==> config.mk <==
export PLATFORM = sky130hd
export DESIGN_NAME = cpu_ctrl_seq
export DESIGN_NICKNAME = d
export VERILOG_FILES = /design/src/rtl/cpu_ctrl_seq.sv
export SDC_FILE = /design/constraint.sdc
export NUM_CORES = 1
export LEC_CHECK = 0
export CORE_MARGIN = 1.5
export CORE_UTILIZATION = 32
export DETAILED_ROUTE_END_ITERATION = 10
export PLACE_DENSITY = 0.8
export SLEW_MARGIN = 10
export SYNTH_ARGS = -nofsm -noshare
export SYNTH_HDL_FRONTEND = slang
export SYNTH_SLANG_ARGS = --single-unit
==> constraint.sdc <==
create_clock -name clock -period 1.7 [get_ports clock]
set_input_delay 0.17 -clock clock [delete_from_list [all_inputs] [get_ports clock]]
set_output_delay 0.17 -clock clock [all_outputs]
set_load 0.02 [all_outputs]
==> src/rtl/cpu_ctrl_seq.sv <==
// cpu_ctrl_seq -- instruction-cycle sequencer for the 32-bit CPU.
//
// Steps each instruction through fetch, decode, operand read, execute and
// write-back. It is the only master on the shared single-port memory.
// It also drives the IR load strobe, the ALU latch and execute strobes,
// and the PC increment and load strobes.
//
// Optional feature: define SINGLE_STEP_EN to add the 'step' input and a WAIT
// state. Every return to FETCH then parks in WAIT until a rising edge of step.
// Reset also lands in WAIT.
//
// Ports
//   clock, reset       system clock; synchronous active-low reset
//   step               (SINGLE_STEP_EN only) single-step release
//   op, cc             IR opcode and condition mask {N,Z,C,V}
//   s_a, de_a          IR source / destination (jump target) addresses
//   pc                 current program counter
//   flags              ALU status {N,Z,C,V}
//   mem_ready          memory access complete; read data valid this cycle
//   ir_cmd             IR load strobe
//   src_ld, dst_ld     ALU operand latch strobes
//   alu_en             ALU execute strobe
//   mem_rd, mem_wr     memory read/write requests
//   mem_addr           memory address
//   pc_inc, pc_load    PC increment / load-from-de_a strobes
//   halted             high in HALT
//   dbg_state          current state encoding
//                      (FETCH=0 DECODE=1 RD_SRC=2 RD_DST=3 EXEC=4 WR_DST=5 HALT=6 WAIT=7)
//
// Memory handshake: a request (mem_rd or mem_wr) with its mem_addr is held
// unchanged until mem_ready is sampled high. That cycle completes the access.
// The read-data strobes (ir_cmd/src_ld/dst_ld) are combinational on mem_ready
// in that same cycle.
module cpu_ctrl_seq #(
   parameter int ADDR_W = 12
) (
   input  logic              clock,
   input  logic              reset,
`ifdef SINGLE_STEP_EN
   input  logic              step,
`endif
   input  logic [3:0]        op,
   input  logic [3:0]        cc,
   input  logic [ADDR_W-1:0] s_a,
   input  logic [ADDR_W-1:0] de_a,
   input  logic [ADDR_W-1:0] pc,
   input  logic [3:0]        flags,
   input  logic              mem_ready,
   output logic              ir_cmd,
   output logic              src_ld,
   output logic              dst_ld,
   output logic              alu_en,
   output logic              mem_rd,
   output logic              mem_wr,
   output logic [ADDR_W-1:0] mem_addr,
   output logic              pc_inc,
   output logic              pc_load,
   output logic              halted,
   output logic [2:0]        dbg_state
);

   typedef enum logic [2:0] {
      FETCH  = 3'd0,
      DECODE = 3'd1,
      RD_SRC = 3'd2,
      RD_DST = 3'd3,
      EXEC   = 3'd4,
      WR_DST = 3'd5,
      HALT   = 3'd6
`ifdef SINGLE_STEP_EN
      , WAIT = 3'd7
`endif
   } state_t;

   localparam logic [3:0] OP_MOV = 4'h8;
   localparam logic [3:0] OP_JMP = 4'h9;
   localparam logic [3:0] OP_HLT = 4'hF;

   // End of every instruction (and reset) goes here.
`ifdef SINGLE_STEP_EN
   localparam state_t RET_ST = WAIT;
`else
   localparam state_t RET_ST = FETCH;
`endif

   state_t state_q, state_d;
   logic   jmp_taken;

`ifdef SINGLE_STEP_EN
   logic step_q, step_d;
   logic step_rise;
`endif

   always_ff @(posedge clock) begin
      if (!reset) begin
         state_q <= RET_ST;
`ifdef SINGLE_STEP_EN
         step_q  <= 1'b0;
`endif
      end else begin
         state_q <= state_d;
`ifdef SINGLE_STEP_EN
         step_q  <= step_d;
`endif
      end
   end

   // An empty condition mask means an unconditional jump.
   assign jmp_taken = (cc == 4'd0) || (|(cc & flags));
   assign dbg_state = state_q;

   always_comb begin
      state_d  = state_q;
      ir_cmd   = 1'b0;
      src_ld   = 1'b0;
      dst_ld   = 1'b0;
      alu_en   = 1'b0;
      mem_rd   = 1'b0;
      mem_wr   = 1'b0;
      mem_addr = '0;
      pc_inc   = 1'b0;
      pc_load  = 1'b0;
      halted   = 1'b0;
`ifdef SINGLE_STEP_EN
      step_d    = step;
      step_rise = step && !step_q;
`endif

      case (state_q)
         FETCH: begin
            mem_rd   = 1'b1;
            mem_addr = pc;
            if (mem_ready) begin
               ir_cmd  = 1'b1;
               pc_inc  = 1'b1;
               state_d = DECODE;
            end
         end
         DECODE: begin
            // 0x1-0x7 are ALU ops, 0x8 is MOV; both start with the source read.
            // 0x0 and the unused 0xA-0xE fall through as NOP.
            if (op >= 4'h1 && op <= OP_MOV) begin
               state_d = RD_SRC;
            end else if (op == OP_JMP) begin
               pc_load = jmp_taken;
               state_d = RET_ST;
            end else if (op == OP_HLT) begin
               state_d = HALT;
            end else begin
               state_d = RET_ST;
            end
         end
         RD_SRC: begin
            mem_rd   = 1'b1;
            mem_addr = s_a;
            if (mem_ready) begin
               src_ld  = 1'b1;
               // MOV writes the source word straight back; no second operand.
               state_d = (op == OP_MOV) ? WR_DST : RD_DST;
            end
         end
         RD_DST: begin
            mem_rd   = 1'b1;
            mem_addr = de_a;
            if (mem_ready) begin
               dst_ld  = 1'b1;
               state_d = EXEC;
            end
         end
         EXEC: begin
            alu_en  = 1'b1;
            state_d = WR_DST;
         end
         WR_DST: begin
            mem_wr   = 1'b1;
            mem_addr = de_a;
            if (mem_ready) state_d = RET_ST;
         end
         HALT: begin
            halted = 1'b1;
         end
`ifdef SINGLE_STEP_EN
         WAIT: begin
            if (step_rise) state_d = FETCH;
         end
`endif
         default: state_d = RET_ST;
      endcase

      // While reset is asserted the outputs are quiet, even mid-access.
      if (!reset) begin
         ir_cmd   = 1'b0;
         src_ld   = 1'b0;
         dst_ld   = 1'b0;
         alu_en   = 1'b0;
         mem_rd   = 1'b0;
         mem_wr   = 1'b0;
         mem_addr = '0;
         pc_inc   = 1'b0;
         pc_load  = 1'b0;
         halted   = 1'b0;
      end
   end

endmodule

==> impl_metrics.csv <==
group,metric,value,unit
clocking,cts.path.max_buffers,2,
floorplanning,io-pin-count,75,
global_route,track_usage,0.224,
sta,fin_crit_sh,1.03,
power_and_ir_drop,pwr-share-clk,0.184,
clocking,clkSinkCount,3,
cells_and_area,n_antenna_cell,0,
logic_synthesis,async_flop_share,0,
global_route,grt_start_max_net_pins,17,
sta,finalHoldWorstSlack,0.677,ns
setup_path,worstSetupPathType,"register to primary output",
clocking,clock_latency,0.25,ns
sta,finalHoldViolCount,0,
global_route,antenna_found_initial,0,
cells_and_area,final_common_cell,"clkdlybuf4s50_1",
logic_synthesis,synth_edf_count,0,
setup_path,critical-path-max-stage-delay,0.39,ns
setup_path,critPathBufInv,3,
global_route,overflow,0,
logic_synthesis,syn-num-nets,145,
cells_and_area,largest_register_ffs,3,
setup_path,cpMostUsedCell,"buf_6",
setup_path,cp-end-kind,"primary output",
flow_run,maxCapViolCount,0,
sta,rsz0062_at_grt,"yes",
floorplanning,initial_core_util,0.345,
cells_and_area,drive_gt1_frac,0.508,
clocking,ctsHtreeMaxLevel,1,
setup_path,path_max_fanout,6,
power_and_ir_drop,p_leak,0.757,nW
sta,tightest_slew,0.472,ns
routing,postRouteWirelength,3440,um
routing,ant_nets,0,
logic_synthesis,synthFlopType,"dfxtp_1",
sta,slew_viol_final,0,
setup_path,cp_cell_sequence,"buf_6 > buf_6 > mux2_4 > a32oi_2 > nor3b_2 > buf_4",
power_and_ir_drop,p_per_area,417,mW/mm^2
sta,max_freq,571,MHz
cells_and_area,utilization,0.744,
logic_synthesis,seq_area_frac_synth,0.0691,
outcome,run_status,"finished, violations left",
sta,setup_slack,-0.0503,ns
routing,drc,0,
routing,drt-wirelength-per-cell,15.9,um
cells_and_area,area_delta_synth_final,116,%
floorplanning,placementRows,18,
setup_path,cp.required,1.53,ns
global_route,grt_pass1_wl,4860,um
routing,dr.first_iter.drc_count,22,
placed_design,place_congestion,0.643,
sta,fin_skew,0.000188,ns
min_path,hold_class,"register to register",
placed_design,io_buffers,74,
setup_path,crit_family,"buffers and inverters",
power_and_ir_drop,combPwrFrac,0.712,
clocking,cts-root-buf,"clkbuf_4",
setup_path,startpoint_type,"register",
floorplanning,core,0.00252,sq mm
cells_and_area,seqCellArea,67.6,sq um
sta,setup_violations,4,
floorplanning,die_area,0.00304,sq mm
power_and_ir_drop,power_frac_seq,0.103,
power_and_ir_drop,irDropWorstVdd,0.275,mV
floorplanning,die_w,55.1,um
setup_path,critPathSlowestCell,"dfxtp_4",
setup_path,arrival,1.58,ns
outcome,failed_checks,"setup timing",
cells_and_area,fin_nets,239,
clocking,hold_buffers,0,
power_and_ir_drop,p_sw_frac,0.390,
cells_and_area,fillCellCount,185,
clocking,cts_buffers,3,
logic_synthesis,synth.distinct_cells,40,
sta,fin_crit,1.75,ns
global_route,grt_pass1_vias,1205,
cells_and_area,layout_common_cells,"clkdlybuf4s50_1, buf_4, a32oi_2, nor3b_2, mux2_4",
power_and_ir_drop,switchingPower,305,uW
sta,slew_headroom,0.678,
routing,routed-via-count,1178,
logic_synthesis,synth-seq-cells,3,
clocking,cts_tree,"done",
logic_synthesis,syn_inst,94,
logic_synthesis,yosys_warnings,0,
power_and_ir_drop,intPower,476,uW
sta,setup_tns,-0.102,ns
floorplanning,die_h,55.1,um
cells_and_area,multi_input_area,835,sq um
routing,viasPerCell,5.43,
routing,dr.pass1.iters,4,
logic_synthesis,avgSynthCellArea,9.25,sq um
placed_design,place_worst_setup_slack,-0.400,ns
logic_synthesis,netlist_area,870,sq um
clocking,cts.reportedPaths.clkPinSlew,0.04,ns
placed_design,dpl.hpwl,2520,um
-- path summary, 6_finish.rpt --
path / cells after the start / start / slack, ns / to
min: 3 / dbg_state[0] / 0.68 / dbg_state[2]
min reg2reg: 3 / dbg_state[0] / 0.68 / dbg_state[2]
max: 6 / dbg_state[1] / -0.05 / mem_addr[1]
max reg2reg: 5 / dbg_state[1] / 0.38 / dbg_state[1]
-- worst register-to-register path: cells and delay by family (launching register included) --
kind            cells  cell delay, ns
flops               1            0.37
compound gates      2            0.33
buf+inv             2            0.32
simple gates        1            0.16
-- cell families (layout without fill, tap and decap cells) --
logic type,count (synthesis),count (layout),share of synthesized area
flip-flops,3,3,0.0691
AND/OR/NAND/NOR,34,34,0.312
XOR/XNOR,2,2,0.0288
buffers and inverters,13,106,0.131
multiplexers,13,13,0.188
AO/OA/AOI/OAI,29,29,0.271
-- power groups by stage --
stage	Sequential [mW]	Combinational [mW]	Clock (mW)
2_1_floorplan	0.0864	0.240	0
3_3_place_gp	0.0818	0.488	0
3_5_place_dp	0.0820	0.506	0
4_1_cts	0.0806	0.518	0.148
5_1_grt	0.0815	0.590	0.147
6_report	0.0805	0.557	0.144
-- final cells by class --
| class | instances | share of cell area |
|---|---|---|
| repair buffers | 100 | 0.481 |
| multi-input cells | 78 | 0.445 |
| flip-flops and latches | 3 | 0.0360 |
| well taps | 30 | 0.0200 |
| clock buffers | 4 | 0.0140 |
| inverters | 2 | 0.00400 |
-- cells in the mapped netlist (2+ instances only) --
master | instances | area [sq um]
o21ai_0 | 2 | 10.0
nor3b_2 | 10 | 125
mux2_4 | 5 | 75.1
buf_6 | 6 | 67.6
a21oi_1 | 2 | 10.0
a31oi_1 | 2 | 12.5
a22oi_1 | 2 | 15.0
nor2b_1 | 2 | 12.5
nand2_1 | 6 | 22.5
dfxtp_1 | 3 | 60.1
a32oi_1 | 12 | 105
buf_4 | 2 | 15.0
mux2_2 | 7 | 78.8
nor2_1 | 3 | 11.3
nor3_1 | 3 | 15.0
nor3b_1 | 2 | 15.0
o311ai_0 | 2 | 17.5
-- through the flow --
step	power (mW)	area [sq um]	instances
2_1_floorplan	0.326	875	94
3_3_place_gp	0.570	1740	211
3_5_place_dp	0.587	1740	211
4_1_cts	0.747	1810	216
5_1_grt	0.819	1880	217
6_report	0.781	1880	217
-- per-layer routing --
metal / track usage / vias up / part of all wire
li1: - / 563 / -
met1: 0.209 / 555 / 0.36
met2: 0.442 / 55 / 0.56
met3: 0.0296 / 5 / 0.061
met4: 0.154 / 0 / 0.020
met5: 0 / - / 0
-- timing repair --
item                       in CTS  in global routing
resized for setup              96                 22
setup endpoints to repair      22                 15
buffers inserted                1                  1
pin swaps                       4                  8
Power figures use the tool's default switching activity.
